File: src/rtl/lb_bus_arbiter_if.sv
// Local-bus arbitration handshake between the 68040, the DMA master and the arbiter.
// The master modport is the arbiter side; the slave modport is the requesting agents and the wired BB.
interface lb_bus_arbiter_if;
    logic BR_CPUn;
    logic LOCK_CPUn;
    logic BB_BUSn;
    logic DMA_REQn;
    logic BG_CPUn;
    logic DMA_GNTn;
    logic OWNER;
    logic ARB_ERR;

    modport master (
        input  BR_CPUn, LOCK_CPUn, BB_BUSn, DMA_REQn,
        output BG_CPUn, DMA_GNTn, OWNER, ARB_ERR
    );

    modport slave (
        output BR_CPUn, LOCK_CPUn, BB_BUSn, DMA_REQn,
        input  BG_CPUn, DMA_GNTn, OWNER, ARB_ERR
    );
endinterface

File: src/rtl/lb_bus_arbiter.sv
// 68040 local-bus arbiter: bus parked on the CPU, one secondary (DMA) master, BR/BG/BB handshake.
// Optional DMA tenure limit with CPU preemption is enabled by defining ARB_DMA_LIMIT_EN.
module lb_bus_arbiter #(
    parameter int GRANT_TIMEOUT  = 16,
    parameter int CPU_MIN_HOLD   = 8,
    parameter int DMA_MAX_TENURE = 64,
    parameter int CNT_W          = 7
) (
    input  logic              CLK40,
    input  logic              RESETn,
    lb_bus_arbiter_if.master  bus
);
    typedef enum logic [2:0] {
        CPU_PARK    = 3'd0,
        CPU_RELEASE = 3'd1,
        DMA_GRANT   = 3'd2,
        DMA_OWN     = 3'd3,
`ifdef ARB_DMA_LIMIT_EN
        DMA_PREEMPT = 3'd4,
`endif
        CPU_RETURN  = 3'd5
    } state_e;

    state_e           state_q, state_d;
    logic [CNT_W-1:0] cnt_q, cnt_d, cnt_inc;
    logic             err_d;
    logic             bg_d, gnt_d, owner_d;
    logic             bg_q, gnt_q, owner_q, err_q;

`ifndef ARB_DMA_LIMIT_EN
    localparam int unused_tenure = DMA_MAX_TENURE;
`endif

    assign cnt_inc = (&cnt_q) ? cnt_q : cnt_q + 1'b1;

    always_comb begin
        state_d = state_q;
        cnt_d   = cnt_inc;
        err_d   = 1'b0;
        case (state_q)
            CPU_PARK:
                if (!bus.DMA_REQn && bus.LOCK_CPUn &&
                    (cnt_q >= CNT_W'(CPU_MIN_HOLD) || bus.BR_CPUn))
                    state_d = CPU_RELEASE;
            // Counter holds the run length of released-BB samples here.
            CPU_RELEASE:
                if (bus.DMA_REQn)          state_d = CPU_PARK;
                else if (!bus.BB_BUSn)     cnt_d   = '0;
                else if (cnt_q != '0)      state_d = DMA_GRANT;
            DMA_GRANT:
                if (!bus.BB_BUSn)          state_d = DMA_OWN;
                else if (bus.DMA_REQn)     state_d = CPU_RETURN;
                else if (cnt_q >= CNT_W'(GRANT_TIMEOUT - 1)) begin
                    state_d = CPU_RETURN;
                    err_d   = 1'b1;
                end
            DMA_OWN:
                if (bus.DMA_REQn && bus.BB_BUSn) state_d = CPU_RETURN;
`ifdef ARB_DMA_LIMIT_EN
                else if (!bus.BR_CPUn && cnt_q >= CNT_W'(DMA_MAX_TENURE - 1))
                    state_d = DMA_PREEMPT;
            DMA_PREEMPT:
                if (bus.BB_BUSn) state_d = CPU_RETURN;
`endif
            // Entry clock is the idle clock; leave once BB is seen released.
            CPU_RETURN:
                if (bus.BB_BUSn) state_d = CPU_PARK;
            default:
                state_d = CPU_PARK;
        endcase
        if (state_d != state_q) cnt_d = '0;
    end

    always_comb begin
        bg_d    = 1'b1;
        gnt_d   = 1'b1;
        owner_d = 1'b0;
        case (state_d)
            CPU_PARK:  bg_d = 1'b0;
            DMA_GRANT,
            DMA_OWN: begin
                gnt_d   = 1'b0;
                owner_d = 1'b1;
            end
`ifdef ARB_DMA_LIMIT_EN
            DMA_PREEMPT: owner_d = 1'b1;
`endif
            default: ;
        endcase
    end

    always_ff @(posedge CLK40) begin
        if (!RESETn) begin
            state_q <= CPU_PARK;
            cnt_q   <= '0;
            bg_q    <= 1'b0;
            gnt_q   <= 1'b1;
            owner_q <= 1'b0;
            err_q   <= 1'b0;
        end else begin
            state_q <= state_d;
            cnt_q   <= cnt_d;
            bg_q    <= bg_d;
            gnt_q   <= gnt_d;
            owner_q <= owner_d;
            err_q   <= err_d;
        end
    end

    assign bus.BG_CPUn  = bg_q;
    assign bus.DMA_GNTn = gnt_q;
    assign bus.OWNER    = owner_q;
    assign bus.ARB_ERR  = err_q;
endmodule

File: src/flat_wrapper.sv
// flat-port wrapper written by rule: the top's interface ports become plain ports
module lb_bus_arbiter_flat 
#(
    parameter int GRANT_TIMEOUT  = 16,
    parameter int CPU_MIN_HOLD   = 8,
    parameter int DMA_MAX_TENURE = 64,
    parameter int CNT_W          = 7
)
  (CLK40, RESETn, bus_BR_CPUn, bus_LOCK_CPUn, bus_BB_BUSn, bus_DMA_REQn, bus_BG_CPUn, bus_DMA_GNTn, bus_OWNER, bus_ARB_ERR);
  lb_bus_arbiter_if bus_i ();
  input  logic CLK40;
  input  logic RESETn;
  input wire logic [$bits(bus_i.BR_CPUn)-1:0] bus_BR_CPUn;
  input wire logic [$bits(bus_i.LOCK_CPUn)-1:0] bus_LOCK_CPUn;
  input wire logic [$bits(bus_i.BB_BUSn)-1:0] bus_BB_BUSn;
  input wire logic [$bits(bus_i.DMA_REQn)-1:0] bus_DMA_REQn;
  output wire logic [$bits(bus_i.BG_CPUn)-1:0] bus_BG_CPUn;
  output wire logic [$bits(bus_i.DMA_GNTn)-1:0] bus_DMA_GNTn;
  output wire logic [$bits(bus_i.OWNER)-1:0] bus_OWNER;
  output wire logic [$bits(bus_i.ARB_ERR)-1:0] bus_ARB_ERR;
  assign bus_i.BR_CPUn = bus_BR_CPUn;
  assign bus_i.LOCK_CPUn = bus_LOCK_CPUn;
  assign bus_i.BB_BUSn = bus_BB_BUSn;
  assign bus_i.DMA_REQn = bus_DMA_REQn;
  assign bus_BG_CPUn = bus_i.BG_CPUn;
  assign bus_DMA_GNTn = bus_i.DMA_GNTn;
  assign bus_OWNER = bus_i.OWNER;
  assign bus_ARB_ERR = bus_i.ARB_ERR;
  lb_bus_arbiter #(.GRANT_TIMEOUT(GRANT_TIMEOUT), .CPU_MIN_HOLD(CPU_MIN_HOLD), .DMA_MAX_TENURE(DMA_MAX_TENURE), .CNT_W(CNT_W)) u_core (.CLK40(CLK40), .RESETn(RESETn), .bus(bus_i));
endmodule
File: config.mk
export PLATFORM = sky130hd
export DESIGN_NAME = lb_bus_arbiter_flat
export DESIGN_NICKNAME = d
export VERILOG_FILES = /design/src/rtl/lb_bus_arbiter_if.sv /design/src/rtl/lb_bus_arbiter.sv /design/src/flat_wrapper.sv
export SDC_FILE = /design/constraint.sdc
export NUM_CORES = 1
export LEC_CHECK = 0
export CORE_UTILIZATION = 45
export CTS_BUF_LIST = sky130_fd_sc_hd__clkbuf_4
export DETAILED_ROUTE_END_ITERATION = 8
export PLACE_DENSITY = 0.79
export SETUP_SLACK_MARGIN = 0.4
export SYNTH_ARGS = -nofsm -noshare
export SYNTH_HDL_FRONTEND = slang
export SYNTH_SLANG_ARGS = --single-unit
File: constraint.sdc
create_clock -name CLK40 -period 1.9 [get_ports CLK40]
set_clock_uncertainty 0.15 [all_clocks]
set_input_delay 0.38 -clock CLK40 [delete_from_list [all_inputs] [get_ports CLK40]]
set_output_delay 0.38 -clock CLK40 [all_outputs]
set_load 0.01 [all_outputs]
==> flow_metrics.tcl <==
set metrics [dict create \
    status "finished, violations left" \
    violations "setup timing" \
    setup_viol 9 \
    fin_ws_ns -0.200 \
    clk_latency_ns 0.29 \
    peakVddDrop_mv 0.477 \
    drc 0 \
    grt_pass1_vias 733 \
    cap_violations 0 \
    end_kind "register" \
    ys_types 35 \
    ys_ff_latch 14 \
    cts_sinks 14 \
    drt_wl_total_mm 2.04 \
    rsz0062_at_grt "yes" \
    postSynthAreaPerCell_um2 8.59 \
    cp_max_fo 7 \
    synth_common_cells "14 x dfxtp_1, 11 x a21oi_1, 8 x nand2_1, 5 x inv_1, 5 x nor2_1" \
    antenna_found_initial 0 \
    htreeDepth 1 \
    critPathBufInv 0 \
    cellLeakagePower_nw 0.503 \
    die_y_um 43.2 \
    num_vias 819 \
    core-area_um2 1540 \
    reg2reg_depth 5 \
    initial_utilization_pct 49.6 \
    ant_nets 0 \
    final_nets 132 \
    path_depth 5 \
    r2r_slack_ns -0.20 \
    fill_cells 117 \
    hold_class "in2reg" \
    pre_cts_ws_ns -0.360 \
    cts-buffers-inserted 3 \
    dr.pass1.iters 5 \
    finalCritPeriodShare_pct 111 \
    slowest_stage "or4_4" \
    cts_tree "done" \
    cp_data_required_time_ns 1.93 \
    drive_gt1_share_pct 33.3 \
    vias_per_cell 5.89 \
    clockBufferDepth 2 \
    reg2reg_to "u_core.cnt_q[5]" \
    die_w_um 43.2 \
    synth_cells 89 \
    avgRoutedWirePerCell_um 14.7 \
    clockRootBuffer "clkbuf_4" \
    die_area_um2 1870 \
    period_minus_slack_ns 2.10 \
    crit_arrival_ns 2.13 \
    portBuffers 9 \
    hold_violations 0 \
    setup_tns_ns -1.49 \
    tightest_slew_ns 0.417 \
    syn_to_final_growth_pct 42.7 \
    grt_overflow 0 \
    slowest_delay_ns 0.55 \
    synth_most_common_cell "dfxtp_1" \
    p_per_area_nw_per_um2 564 \
    yosysTopAreaCellShare_pct 36.7 \
    syn-num-nets 97 \
    dp_hpwl_mm 1.50 \
    reg2reg_from "u_core.cnt_q[3]" \
    yosys.area.top_type "dfxtp_1" \
    ys_top_cells_by_area "dfxtp_1 37%, a21oi_1 7.2%, nand2_1 3.9%, a311oi_4 3.4%, ha_1 3.3%" \
    grt_max_degree 9 \
    first_iter_violations 26 \
    relSlewSlack_pct 72.0 \
    num_io_pins 10 \
    cp_cell_sequence "or4_4, o2111a_1, a311oi_4, a211o_2, a21oi_1" \
    slew_viol_final 0 \
    synth-main-ff-cell "dfxtp_1" \
    async_reset_ff_share_pct 0 \
    grt_pass1_wl_mm 3.17 \
    hold_buffers 0 \
    path_clk_slew_ns 0.09 \
    crit_type "reg2reg" \
    seq_area_frac_synth_pct 36.7 \
    rows 14 \
    critPathLaunchType "register" \
    startpoint "u_core.cnt_q[3]" \
    crit_end "u_core.cnt_q[5]" \
    synth_area_um2 764 \
    track_usage_pct 23.2 \
    yosys_warnings 0 \
    max_freq_mhz 476 \
    diodes 0 \
    crit_family "compound AO/OA/AOI/OAI gates" \
    place_congestion 0.868 \
    synth_edf_count 0 \
]
==> through the flow <==
stage	instances	hold WS (ns)	power, mW	util, %	area [um2]
2_1_floorplan	89	0.307	0.369	-	767
3_3_place_gp	135	0.485	0.429	67.5	1040
3_5_place_dp	135	0.485	0.433	67.5	1040
4_1_cts	139	0.518	0.608	69.3	1070
5_1_grt	139	0.527	0.635	70.8	1090
6_report	139	0.471	0.615	70.8	1090
==> sequential cells by signal, indices dropped and copies added (netlist names) <==
| register | flops |
|---|---|
| u_core.state_q | 3 |
| u_core.cnt_q | 7 |
| u_core.bus.ARB_ERR | 1 |
| u_core.bus.BG_CPUn | 1 |
| u_core.bus.DMA_GNTn | 1 |
| u_core.bus.OWNER | 1 |
==> repair_timing <==
action | in CTS | in global routing
endpoints found under the setup margin | 17 | 14
setup buffers | 0 | 0
resized for setup | 5 | 7
gates cloned | 0 | 0
pin swaps | 0 | 1
==> cell type report <==
class                   instances  area, um2  share of cell area (%)
multi-input cells              68        484                    44.4
flip-flops and latches         14        282                    25.8
repair buffers                 32        260                    23.9
clock buffers                   3       22.5                    2.06
well taps                      16       20.0                    1.83
inverters                       5       18.8                    1.72
clock inverters                 1       3.75                   0.344
==> layout by cell type (no fill, tap or decap), types with 2 or more instances in the layout <==
master / Yosys / final
a31oi_1: 2 / 2
and3_2: 2 / 2
a21oi_1: 11 / 10
a21o_1: 3 / 3
clkbuf_4: 0 / 3
nand2_1: 8 / 8
dlygate4sd2_1: 0 / 4
nand2b_1: 2 / 2
nand3_1: 4 / 4
nor2_1: 5 / 4
buf_4: 0 / 23
clkdlybuf4s50_1: 0 / 4
ha_1: 2 / 2
o21ai_2: 1 / 2
inv_1: 5 / 5
and3_1: 2 / 2
o21ai_0: 4 / 3
and2_1: 2 / 2
dfxtp_1: 14 / 13
==> logic make-up (layout without fill, tap and decap cells) <==
group                    count (synthesis)  after routing  share of synthesized area [%]
AO/OA/AOI/OAI                           30             30                           28.6
XOR/XNOR                                 1              1                           1.15
adder cells (fa/ha/maj)                  2              2                           3.27
buffers and inverters                    7             41                           3.44
flip-flops                              14             14                           36.7
multiplexers                             1              1                           1.31
AND/OR/NAND/NOR                         34             34                           25.5
==> power by group <==
group / internal, mW / total (mW) / switching [mW]
sequential: 0.302 / 0.307 / 0.00503
combinational: 0.0616 / 0.122 / 0.0606
clock: 0.0766 / 0.186 / 0.109
total: 0.441 / 0.615 / 0.175
==> worst min-delay path by stage <==
stage	from	endpoint	slack [ns]	depth (start not counted)
4_1_cts	u_core.cnt_q[2]	u_core.cnt_q[2]	0.52	3
6_report	bus_BB_BUSn	u_core.bus.ARB_ERR	0.47	4
3_3_place_gp	u_core.cnt_q[3]	u_core.cnt_q[3]	0.48	4
5_1_grt	bus_BB_BUSn	u_core.bus.ARB_ERR	0.53	4
2_1_floorplan	bus_DMA_REQn	u_core.bus.ARB_ERR	0.31	1
3_5_place_dp	u_core.cnt_q[3]	u_core.cnt_q[3]	0.49	4
==> per-layer routing <==
layer	share of wire, %	track usage, %	wire [um]	up-vias
li1	-	-	-	397
met1	44	32.7	893	371
met2	45	33.1	917	40
met3	8.0	5.96	164	11
met4	3.3	9.70	68	0
met5	0	0	0	-
==> worst register-to-register path, cell delays in order, from the launching register on <==
cell	delay (ns)
dfxtp_2	0.33
or4_4	0.55
o2111a_1	0.28
a311oi_4	0.31
a211o_2	0.28
a21oi_1	0.10
Note: power is estimated with default switching activity, not from simulation.
